$ cat src/rtl/comms_master.sv
// rtl/comms_master.sv - SPI master streaming a fixed configuration table to the HDP display controller
//
// Ports:
//   i_clock    system clock, rising edge
//   i_reset_n  asynchronous active-low reset
//   i_setup    start request (level-sampled; ignored while a sequence is in flight)
//   i_sout     serial reply from the HDP, sampled on SCK rising
//   o_sen      chip select, active low, one frame per table word
//   o_sck      SPI clock, mode 0 (idles low)
//   o_sdat     serial data to the HDP, MSB first, changes on SCK falling
//   o_rx_data  last complete word received on i_sout
//   o_done     sticky flag, set once the whole table has been sent

module comms_master #(
    parameter int CLK_DIV    = 2,
    parameter int WORD_BITS  = 16,
    parameter int NUM_WORDS  = 4,
    parameter int GAP_CYCLES = 4
) (
    input  logic                 i_clock,
    input  logic                 i_reset_n,
    input  logic                 i_setup,
    input  logic                 i_sout,
    output logic                 o_sen,
    output logic                 o_sck,
    output logic                 o_sdat,
    output logic [WORD_BITS-1:0] o_rx_data,
    output logic                 o_done
);

    localparam int DIV_W = $clog2(CLK_DIV + 1);
    localparam int PH_W  = $clog2(2 * WORD_BITS + 1);
    localparam int GAP_W = $clog2(GAP_CYCLES + 1);
    localparam int IDX_W = (NUM_WORDS > 1) ? $clog2(NUM_WORDS) : 1;

    localparam logic [DIV_W-1:0] DIV_LAST     = DIV_W'(CLK_DIV - 1);
    localparam logic [PH_W-1:0]  PH_LAST      = PH_W'(2 * WORD_BITS);
    localparam logic [PH_W-1:0]  PH_LAST_HIGH = PH_W'(2 * WORD_BITS - 1);
    localparam logic [GAP_W-1:0] GAP_LAST     = GAP_W'(GAP_CYCLES - 1);
    localparam logic [IDX_W-1:0] IDX_LAST     = IDX_W'(NUM_WORDS - 1);

    typedef enum logic [1:0] {
        IDLE  = 2'd0,
        FRAME = 2'd1,
        GAP   = 2'd2,
        DONE  = 2'd3
    } state_t;

    state_t               state;
    state_t               state_next;
    logic [DIV_W-1:0]     div;
    logic [PH_W-1:0]      phase;
    logic [GAP_W-1:0]     gap_cnt;
    logic [IDX_W-1:0]     idx;
    logic [WORD_BITS-1:0] tx;
    logic [WORD_BITS-1:0] rx_shift;

    logic                 div_end;
    logic                 start;
    logic                 frame_end;
    logic                 gap_end;
    logic                 last_word;
    logic                 load;
    logic [IDX_W-1:0]     idx_load;
    logic [WORD_BITS-1:0] word_load;

    function automatic logic [WORD_BITS-1:0] rom(input logic [IDX_W-1:0] i);
        case (32'(i))
            0:       rom = WORD_BITS'(16'hA5C3);
            1:       rom = WORD_BITS'(16'h0203);
            2:       rom = WORD_BITS'(16'h0405);
            3:       rom = WORD_BITS'(16'h8001);
            default: rom = '0;
        endcase
    endfunction

    always_ff @(posedge i_clock or negedge i_reset_n) begin
        if (!i_reset_n) begin
            state <= IDLE;
        end else begin
            state <= state_next;
        end
    end

    always_comb begin
        div_end    = (div == DIV_LAST);
        start      = i_setup && ((state == IDLE) || (state == DONE));
        frame_end  = (state == FRAME) && div_end && (phase == PH_LAST);
        gap_end    = (state == GAP) && (gap_cnt == GAP_LAST);
        last_word  = (idx == IDX_LAST);
        // A word is loaded either by a fresh request or at the end of a gap
        // that still has table entries behind it.
        load       = start || (gap_end && !last_word);
        idx_load   = start ? '0 : idx + IDX_W'(1);
        word_load  = rom(idx_load);
        state_next = state;
        case (state)
            IDLE, DONE: if (start)     state_next = FRAME;
            FRAME:      if (frame_end) state_next = GAP;
            GAP:        if (gap_end)   state_next = last_word ? DONE : FRAME;
            default:                   state_next = IDLE;
        endcase
    end

    // Frame timing: phase 0 is the lead-in, odd phases are SCK high and even
    // phases SCK low; each phase lasts CLK_DIV cycles.
    always_ff @(posedge i_clock or negedge i_reset_n) begin
        if (!i_reset_n) begin
            o_sen     <= 1'b1;
            o_sck     <= 1'b0;
            o_sdat    <= 1'b0;
            o_rx_data <= '0;
            o_done    <= 1'b0;
            div       <= '0;
            phase     <= '0;
            gap_cnt   <= '0;
            idx       <= '0;
            tx        <= '0;
            rx_shift  <= '0;
        end else if (load) begin
            idx    <= idx_load;
            tx     <= word_load;
            o_sdat <= word_load[WORD_BITS-1];
            o_sen  <= 1'b0;
            o_sck  <= 1'b0;
            o_done <= 1'b0;
            div    <= '0;
            phase  <= '0;
        end else begin
            case (state)
                FRAME: begin
                    if (div_end) begin
                        div <= '0;
                        if (phase == PH_LAST) begin
                            o_sen     <= 1'b1;
                            o_sdat    <= 1'b0;
                            o_rx_data <= rx_shift;
                            gap_cnt   <= '0;
                        end else begin
                            phase <= phase + PH_W'(1);
                            if (!phase[0]) begin
                                o_sck    <= 1'b1;
                                rx_shift <= {rx_shift[WORD_BITS-2:0], i_sout};
                            end else begin
                                o_sck <= 1'b0;
                                // The final falling edge keeps the LSB on the line.
                                if (phase != PH_LAST_HIGH) begin
                                    tx     <= {tx[WORD_BITS-2:0], tx[WORD_BITS-1]};
                                    o_sdat <= tx[WORD_BITS-2];
                                end
                            end
                        end
                    end else begin
                        div <= div + DIV_W'(1);
                    end
                end
                GAP: begin
                    // A gap end that does not load a word is the end of the table.
                    if (gap_end) begin
                        o_done <= 1'b1;
                    end else begin
                        gap_cnt <= gap_cnt + GAP_W'(1);
                    end
                end
                default: ;
            endcase
        end
    end

endmodule

$ cat config.mk
export PLATFORM = sky130hd
export DESIGN_NAME = comms_master
export DESIGN_NICKNAME = d
export VERILOG_FILES = /design/src/rtl/comms_master.sv
export SDC_FILE = /design/constraint.sdc
export NUM_CORES = 1
export LEC_CHECK = 0
export BUFFER_PORTS_ARGS = -buffer_cell sky130_fd_sc_hd__buf_2
export CAP_MARGIN = 10
export CORE_MARGIN = 10
export CORE_UTILIZATION = 41
export CTS_BUF_LIST = sky130_fd_sc_hd__clkbuf_2
export DETAILED_ROUTE_END_ITERATION = 16
export GPL_TIMING_DRIVEN = 0
export HOLD_SLACK_MARGIN = 0.12
export PLACE_DENSITY = 0.58
export SETUP_SLACK_MARGIN = 0.2
export SYNTH_ARGS = -nofsm -noshare
export SYNTH_HDL_FRONTEND = slang
export SYNTH_SLANG_ARGS = --single-unit
export TNS_END_PERCENT = 50
$ cat constraint.sdc
create_clock -name i_clock -period 5 [get_ports i_clock]
set_input_delay 0.5 -clock i_clock [delete_from_list [all_inputs] [get_ports i_clock]]
set_output_delay 0.5 -clock i_clock [all_outputs]
set_load 0.02 [all_outputs]
==> results of run 1 <==
-- cells in the final DEF, fill, tap and decap left out, drive strengths merged, types with 3 or more instances in the layout --
cell type	instances
xnor2	4
nand4	6
a21oi	12
nor2	15
mux2i	3
mux2	33
o211ai	4
a31oi	7
dfrtp	65
nand2	19
ha	11
or3	3
clkinv	3
buf	29
o21ai	16
nand3	18
inv	13
clkbuf	16
-- logic make-up (layout without fill, tap and decap cells) --
kind of cell	count (synthesis)	count (layout)	synth area share, %
AND/OR/NAND/NOR	72	72	12.3
flip-flops	66	66	53.6
AO/OA/AOI/OAI	47	47	9.42
multiplexers	36	36	14.3
buffers and inverters	24	64	4.18
adder cells (fa/ha/maj)	11	11	4.47
XOR/XNOR	6	6	1.71
-- registers in the layout (all words and copies together) (netlist names) --
name	flops
tx	16
gap_cnt	3
o_sdat	1
o_done	1
phase	6
rx_shift	16
o_sen	1
state	2
div	2
idx	2
o_rx_data	16
-- final timing paths --
kind | start | endpoint | slack (ns) | depth (start not counted)
min | i_sout | rx_shift[0] | 0.20 | 2
min reg2reg | idx[1] | idx[1] | 0.52 | 2
max in group asynchronous | i_reset_n | tx[4] | 3.84 | 2
max | gap_cnt[0] | rx_shift[12] | 2.59 | 7
max reg2reg | gap_cnt[0] | rx_shift[12] | 2.59 | 7
min in group asynchronous | i_reset_n | gap_cnt[2] | 0.59 | 2
-- final cells by class --
cell class	count	area [sq um]
clock buffer	9	45.0
multi-input combinational	172	1300
tap	99	124
clock inverter	7	77.6
buffer	13	87.6
sequential	66	1650
fill	725	3840
inverter	11	41.3
timing repair buffer	24	128
-- metal layers --
layer / GRT usage [%] / vias to the layer above
li1: - / 1005
met1: 14.0 / 1024
met2: 17.3 / 43
met3: 4.37 / 17
met4: 5.61 / 0
met5: 0 / -
-- power groups by stage --
stage | Sequential (mW) | Combinational (mW) | Clock (mW)
global placement | 0.552 | 0.0170 | 0
finish | 0.543 | 0.0174 | 0.332
floorplan | 0.551 | 0.00479 | 0
detailed placement | 0.553 | 0.0178 | 0
CTS | 0.543 | 0.0186 | 0.347
global route | 0.544 | 0.0205 | 0.366
-- worst max-delay path, delay by kind of cell (launching register included) --
family                     cells  cell delay [ns]
DFF                            1             0.47
and+or+nand+nor                3             0.79
adders and majority gates      2             0.49
buffers and inverters          1             0.28
muxes                          1             0.30
-- per-stage QoR --
| step | total power, mW | cell area (sq um) | std cells | hold WS (ns) |
|---|---|---|---|---|
| after detailed placement | 0.570 | 3320 | 384 | 0.479 |
| after floorplan | 0.556 | 3080 | 262 | 0.204 |
| final | 0.892 | 3460 | 401 | 0.195 |
| after global placement | 0.569 | 3320 | 384 | 0.474 |
| after global routing | 0.931 | 3460 | 401 | 0.154 |
| after CTS | 0.908 | 3460 | 401 | 0.156 |
==> reports/metrics.cfg, run 1 <==
[status]
status=complete, no violations

[final_layout]
fin_nets=312
drive_above_1_share_pct=28.5
fin_util_pct=47.4
area_growth_pct=12.1
num_antenna_cells=0

[worst_setup_path]
max_stage_delay_ns=0.47
critPathMaxFanout=10
critPathArrivalTime_ns=2.83
crit_slowest_cell=dfrtp_1
path_cells=ha_1 -> ha_1 -> and3b_1 -> nor2_2 -> nand3_2 -> buf_2 -> mux2_2
crit_top_cell=ha_1
required_ns=5.42
end_kind=flop
worstSetupPathType=reg2reg
start_kind=flop

[place]
io_buffers=23
gp_congestion=0.783
place_ws_ns=2.60
dp_hpwl_um=4020

[timing]
setup_viol=0
setup_ws_ns=2.59
finalCritPeriodShare_pct=48.2
rsz0062_at_grt=false
worstMarginPinSlew_ns=0.844
hold_viol=0
skew_ns=0.0274
slew_viol_final=0
finalSetupTns_ns=0
period_needed_ns=2.41
max_freq_ghz=0.415
slew-limit-headroom_pct=43.7

[global_route]
antenna_found_initial=0
grt_overflow=0
track_usage_pct=11.4
grt_pass1_vias=2182
grt_max_degree=67
grt_first_pass_wirelength_um=10600

[detailed_routing]
drtIter0Drc=86
routed.top_layer=met4
dr_wl_met2_um=2730
routed_wl_um=5950
wl_met3_um=320
dr.pass1.iters=6
wl_met1_um=2740
ant_nets=0
remaining_drc_errors=0
vias=2089
vias_per_cell=5.21
wl_per_cell_um=14.8

[clock_network]
htreeDepth=3
clk_path_buf_depth=2
cts_buffers=9
ctsResizeCount=0
clkLatencyLatePin_ns=0.52
cts_post_setup_buffers_inserted=0
clockRootBuffer=clkbuf_2
cts_hold_buf=1
cts.sinks=66
cts_tree=yes
clk_pin_slew_ns=0.22

[synthesis]
seq_area_frac_synth_pct=53.6
yosys_warnings=0
synth_ff_type=dfrtp_1
synth_largest_area_cell=dfrtp_1
ys_ff_latch=66
synth_most_common_cell=dfrtp_1
ys_top_cells_by_count=dfrtp_1, mux2_2, nand2_1
syn_area_sq_um=3080
yosys-top-cells-area=dfrtp_1, mux2_2, mux2_4
syn_nets=277
netlist_instances=262
synth_cell_types=42
syn_area_per_cell_sq_um=11.8
synth_top_area_share_pct=52.8
synth_edf_count=0
synth-async-reset-ratio_pct=100

[floorplan]
start_util_pct=42.3
ios=24
die_w_um=107
dieHeight_um=107
coreArea_sq_um=7290
rows=31
fp.dieArea_sq_um=11400

[worst_hold_path]
min_path_type=in2reg

[flow_run]
maxCapViolations=0

[power_and_ir_drop]
ir_drop_uv=128
powerDensity_nw_per_um2=258
switchingPower_uw=227
power_frac_seq_pct=60.9
clkPwrFrac_pct=37.2
combPwrFrac_pct=2.0
p_int_uw=665
swShare_pct=25.5
p_leak_nw=1.66

No activity file was read; power rests on OpenSTA's default activity.
==> inputs of run 2 (changes only) <==
==> constraint.sdc (replaced) <==
create_clock -name i_clock -period 2.4 [get_ports i_clock]
set_input_delay 0.24 -clock i_clock [delete_from_list [all_inputs] [get_ports i_clock]]
set_output_delay 0.24 -clock i_clock [all_outputs]
set_load 0.02 [all_outputs]
==> reports/metrics.cfg, run 2 (synthesis results as in run 1) <==
[status]
status=complete, no violations

[timing]
setup_ws_ns=0.231  ; -2.36 ns
skew_ns=0.0247  ; -0.00266 ns
worstMarginPinSlew_ns=0.844  ; -0.000872 ns
hold_viol=0  ; unchanged
rsz0062_at_grt=true
max_freq_ghz=0.461  ; +11%
finalSetupTns_ns=0  ; unchanged
finalCritPeriodShare_pct=90.4  ; +42 points
slew-limit-headroom_pct=43.8  ; +0.058 points
period_needed_ns=2.17  ; -0.241 ns
slew_viol_final=0  ; unchanged
setup_viol=0  ; unchanged

[worst_setup_path]
worstReg2RegEnd=o_rx_data[13]
start_kind=flop
reg2reg_slack_ns=0.23  ; -2.36 ns
crit_path_end=o_rx_data[13]
crit_start=gap_cnt[0]
worstSetupPathType=reg2reg
end_kind=flop
r2r-start=gap_cnt[0]
required_ns=2.82  ; -2.60 ns
critPathMaxFanout=10  ; unchanged
critPathArrivalTime_ns=2.59  ; -0.24 ns
worstRegToRegCells=8  ; +1

[global_route]
antenna_found_initial=0  ; unchanged
grt_max_degree=67  ; unchanged
grt_first_pass_wirelength_um=10600  ; +0.26%
track_usage_pct=11.4  ; unchanged
grt_overflow=0  ; unchanged
grt_pass1_vias=2189  ; +0.32%

[detailed_routing]
drtIter0Drc=99  ; +15%
wl_per_cell_um=14.9  ; +0.59%
vias=2121  ; +1.5%
routed_wl_um=6050  ; +1.6%
ant_nets=0  ; unchanged
remaining_drc_errors=0  ; unchanged
vias_per_cell=5.24  ; +0.53%
dr.pass1.iters=4  ; -2

[final_layout]
final_common_cell=dfrtp_1
fin_util_pct=48.6  ; +1.2 points
final_cell_mix=dfrtp_1, buf_2, mux2_2
drive_above_1_share_pct=32.4  ; +3.9 points
num_antenna_cells=0  ; unchanged
top_regs=o_rx_data: 16 flops, rx_shift: 16 flops, tx: 16 flops
num-fill-cells=717  ; -1.1%
fin_nets=316  ; +1.3%
area_growth_pct=15.0

[clock_network]
cts_buffers=9  ; unchanged
clk_path_buf_depth=2  ; unchanged
cts.sinks=66  ; unchanged
cts_tree=yes
clkLatencyLatePin_ns=0.53  ; about the same
clk_pin_slew_ns=0.19  ; -0.03 ns
htreeDepth=3  ; unchanged
clockRootBuffer=clkbuf_2

[power_and_ir_drop]
ir_drop_uv=267  ; +110%
powerDensity_nw_per_um2=525  ; +100%
p_leak_nw=1.70  ; +2.6%

[floorplan]
dieHeight_um=107  ; unchanged
start_util_pct=42.3  ; unchanged
coreArea_sq_um=7290  ; unchanged
fp.dieArea_sq_um=11400  ; unchanged
rows=31  ; unchanged
die_w_um=107  ; unchanged
ios=24  ; unchanged

[worst_hold_path]
min_path_type=in2reg

[place]
dp_hpwl_um=4020  ; unchanged
place_ws_ns=0.00363  ; -2.60 ns
io_buffers=23  ; unchanged
gp_congestion=0.783  ; unchanged

[flow_run]
maxCapViolations=0  ; unchanged

[run 2: cell types whose count changed in the layout (fill, tap and decap cells not counted), sizes merged]
cell / delta
clkbuf: +3
dlygate4sd3: +1
[run 2: worst min path at each step]
stage / cells past startpoint / start / to
global route: 4 / i_setup / tx[5]
CTS: 4 / i_setup / tx[5]
detailed placement: 1 / i_reset_n / state[0]
finish: 4 / i_setup / tx[5]
floorplan: 0 / i_reset_n / div[0]
global placement: 2 / i_sout / rx_shift[0]
[run 2: per-layer routing]
metal	share of wire [%]	track usage [%]	vias up
met5	0	0	-
met3	5.2	4.49	22
li1	-	-	1015
met1	46	14.0	1042
met4	3.1	5.61	0
met2	45	17.2	42
[run 2: worst max-delay path, stage by stage (launching register included)]
cell	delay, ns
dfrtp_1	0.42
ha_1	0.21
ha_2	0.22
nand2_2	0.12
o21ai_4	0.11
or3_4	0.41
buf_6	0.15
buf_12	0.15
mux2_4	0.29
[run 2: power breakdown]
part           internal [mW]  switching [mW]  total (mW)  leakage [nW]
sequential              1.12         0.00744        1.13         0.814
combinational         0.0126          0.0253      0.0379         0.815
clock                  0.249           0.442       0.692        0.0729
[run 2: final cells by class]
cell class	instances	area, sq um	area share (%)
plain buffers	13	97.6	2.75
multi-input cells	172	1350	38.0
clock buffers	9	45.0	1.27
clock inverters	7	77.6	2.19
inverters	11	41.3	1.17
repair buffers	28	160	4.52
well taps	99	124	3.50
flip-flops and latches	66	1650	46.6
[run 2: metrics by stage]
step,hold slack [ns],cells,instance area [sq um],power [mW]
global placement,0.471,384,3320,1.19
finish,0.144,405,3540,1.86
floorplan,-0.0556,262,3080,1.16
detailed placement,0.405,384,3320,1.19
global route,0.139,405,3540,1.94
CTS,0.127,404,3500,1.89
[run 2: timing repair]
item	4_1_cts	5_1_grt
hold buffers	2	0
pin swaps	0	1
gates resized for setup	5	16
setup endpoints to repair	27	44
cloned	0	0
hold endpoints to repair	66	0
buffers inserted	2	1
==> inputs of run 3 (changes only) <==
--- a/config.mk
+++ b/config.mk
@@ -8,12 +8,12 @@
 export BUFFER_PORTS_ARGS = -buffer_cell sky130_fd_sc_hd__buf_2
 export CAP_MARGIN = 10
 export CORE_MARGIN = 10
-export CORE_UTILIZATION = 41
+export CORE_UTILIZATION = 40
 export CTS_BUF_LIST = sky130_fd_sc_hd__clkbuf_2
 export DETAILED_ROUTE_END_ITERATION = 16
 export GPL_TIMING_DRIVEN = 0
 export HOLD_SLACK_MARGIN = 0.12
-export PLACE_DENSITY = 0.58
+export PLACE_DENSITY = 0.57
 export SETUP_SLACK_MARGIN = 0.2
 export SYNTH_ARGS = -nofsm -noshare
 export SYNTH_HDL_FRONTEND = slang
==> reports/metrics.cfg, run 3 (synthesis results as in run 1) <==
[status]
status=complete, no violations

[place]
dp_hpwl_um=4050  ; +0.69%
gp_congestion=0.772  ; -1.4%
place_ws_ns=0.0569  ; +0.0533 ns
dpl_cell_area_sq_um=3320  ; unchanged
io_buffers=23  ; unchanged

[floorplan]
ios=24  ; unchanged
rows=31  ; unchanged
coreArea_sq_um=7370  ; +1.1%
die_w_um=108  ; +1.0%
start_util_pct=41.8  ; -0.44 points
dieHeight_um=108  ; +1.0%
fp.dieArea_sq_um=11600  ; +2.0%

[timing]
skew_ns=0.0345  ; +0.00978 ns
finalCritPeriodShare_pct=88.7  ; -1.6 points
max_freq_ghz=0.470  ; +1.8%
finalSetupTns_ns=0  ; unchanged
period_needed_ns=2.13  ; -0.0394 ns
whs_ns=0.329  ; +0.185 ns
setup_ws_ns=0.271  ; +0.0394 ns
hold_viol=0  ; unchanged
rsz0062_at_grt=true
setup_viol=0  ; unchanged
worstMarginPinSlew_ns=0.817  ; -0.0263 ns
slew-limit-headroom_pct=45.5  ; +1.8 points
slew_viol_final=0  ; unchanged

[final_layout]
final_common_cell=dfrtp_1
multi_input_area_sq_um=1370  ; +1.5%
top_regs=o_rx_data: 16 flops, rx_shift: 16 flops, tx: 16 flops
num-fill-cells=694  ; -3.2%
num_antenna_cells=0  ; unchanged
seq_area_sq_um=1650  ; about the same
drive_above_1_share_pct=33.1  ; +0.77 points
final_cell_mix=dfrtp_1, buf_2, mux2_2
final_area_sq_um=3630  ; +2.3%
fin_nets=321  ; +1.6%
area_growth_pct=17.7

[detailed_routing]
dr.pass1.iters=4  ; unchanged
routed_wl_um=6170  ; +2.1%
wl_met1_um=2840  ; +1.2%
remaining_drc_errors=0  ; unchanged
drtIter0Drc=143  ; +44%
ant_nets=0  ; unchanged
vias_per_cell=5.25  ; +0.18%
vias=2151  ; +1.4%
wl_per_cell_um=15.1  ; +0.82%
routed.top_layer=met4
dr_wl_met2_um=2820  ; +3.2%
wl_met3_um=436  ; +38%

[worst_setup_path]
max_stage_delay_ns=0.43  ; about the same
path_buf_inv=2  ; unchanged
end_kind=flop
critPathTopFamily=simple AND/OR/NAND/NOR gates
start_kind=flop
critPathMaxFanout=10  ; unchanged
required_ns=2.82  ; about the same
crit_slowest_cell=dfrtp_1
path_cells=ha_1 -> ha_2 -> nand2_2 -> o21ai_4 -> or3_1 -> buf_6 -> buf_12 -> mux2_4
critPathArrivalTime_ns=2.55  ; -0.04 ns
worstSetupPathType=reg2reg

[power_and_ir_drop]
switchingPower_uw=481  ; +1.3%
p_leak_nw=1.73  ; +1.4%
clkPwrFrac_pct=40.7  ; +3.5 points
powerDensity_nw_per_um2=544  ; +3.6%
swShare_pct=24.4  ; -1.1 points
ir_drop_uv=278  ; +4.2%
power_frac_seq_pct=57.3  ; -3.5 points
p_int_mw=1.49  ; +7.7%
combPwrFrac_pct=1.9  ; about the same

[global_route]
grt_overflow=0  ; unchanged
grt_max_degree=67  ; unchanged
grt_first_pass_wirelength_um=10400  ; -2.3%
grt_pass1_vias=2096  ; -4.2%
track_usage_pct=11.1  ; -0.35 points
antenna_found_initial=0  ; unchanged

[flow_run]
maxCapViolations=0  ; unchanged

[clock_network]
clkLatencyLatePin_ns=0.51  ; -0.02 ns
cts_buffers=9  ; unchanged
cts.sinks=66  ; unchanged
clk_pin_slew_ns=0.22  ; +0.03 ns
clockRootBuffer=clkbuf_2
htreeDepth=3  ; unchanged
cts_tree=yes
clk_path_buf_depth=2  ; unchanged

[worst_hold_path]
min_path_type=in2async

-- run 3: worst reg2reg max path: stages, from the launching register on --
cell and delay, ns:
dfrtp_1 0.43, ha_1 0.20, ha_2 0.22, nand2_2 0.13, o21ai_4 0.07, or3_1 0.38
buf_6 0.15, buf_12 0.15, mux2_4 0.30
-- run 3: power by group through the flow --
stage	clock, mW	sequential [mW]	combinational (mW)
4_1_cts	0.828	1.13	0.0407
5_1_grt	0.883	1.13	0.0447
3_3_place_gp	0	1.15	0.0363
6_report	0.804	1.13	0.0384
3_5_place_dp	0	1.15	0.0365
2_1_floorplan	0	1.15	0.00997
-- run 3: repair_timing --
item / 4_1_cts / 5_1_grt
setup buffers: 2 / 5
hold buffers: 3 / 0
gates resized for setup: 7 / 14
pin swaps: 0 / 3
endpoints found under the setup margin: 30 / 37
endpoints found under the hold margin: 67 / 0
-- run 3: final timing paths --
path / depth (start not counted) / end / slack, ns / from
min in group i_clock: 3 / rx_shift[0] / 0.52 / i_sout
max: 8 / o_rx_data[10] / 0.27 / gap_cnt[0]
min reg2reg: 1 / o_rx_data[6] / 0.53 / o_rx_data[6]
max reg2reg: 8 / o_rx_data[10] / 0.27 / gap_cnt[0]
max in group asynchronous: 2 / phase[0] / 1.51 / i_reset_n
min: 2 / gap_cnt[2] / 0.33 / i_reset_n
-- run 3: cell type report --
| class | count | share of cell area, % |
|---|---|---|
| plain buffers | 13 | 2.66 |
| clock buffers | 9 | 1.24 |
| clock inverters | 7 | 2.76 |
| inverters | 11 | 1.14 |
| multi-input cells | 172 | 37.6 |
| flip-flops and latches | 66 | 45.6 |
| well taps | 99 | 3.42 |
| repair buffers | 33 | 5.52 |
-- run 3: per-layer routing --
layer / vias to the layer above / track usage (%)
met5: - / 0
met3: 6 / 4.25
met1: 1067 / 14.3
met4: 0 / 3.72
li1: 1019 / -
met2: 59 / 16.6
-- run 3: per-stage QoR --
step                instances  power, mW  utilization [%]
floorplan                 262       1.16                -
CTS                       405       2.00             48.0
global placement          384       1.19             45.1
global route              410       2.06             49.2
detailed placement        384       1.19             45.1
finish                    410       1.97             49.2
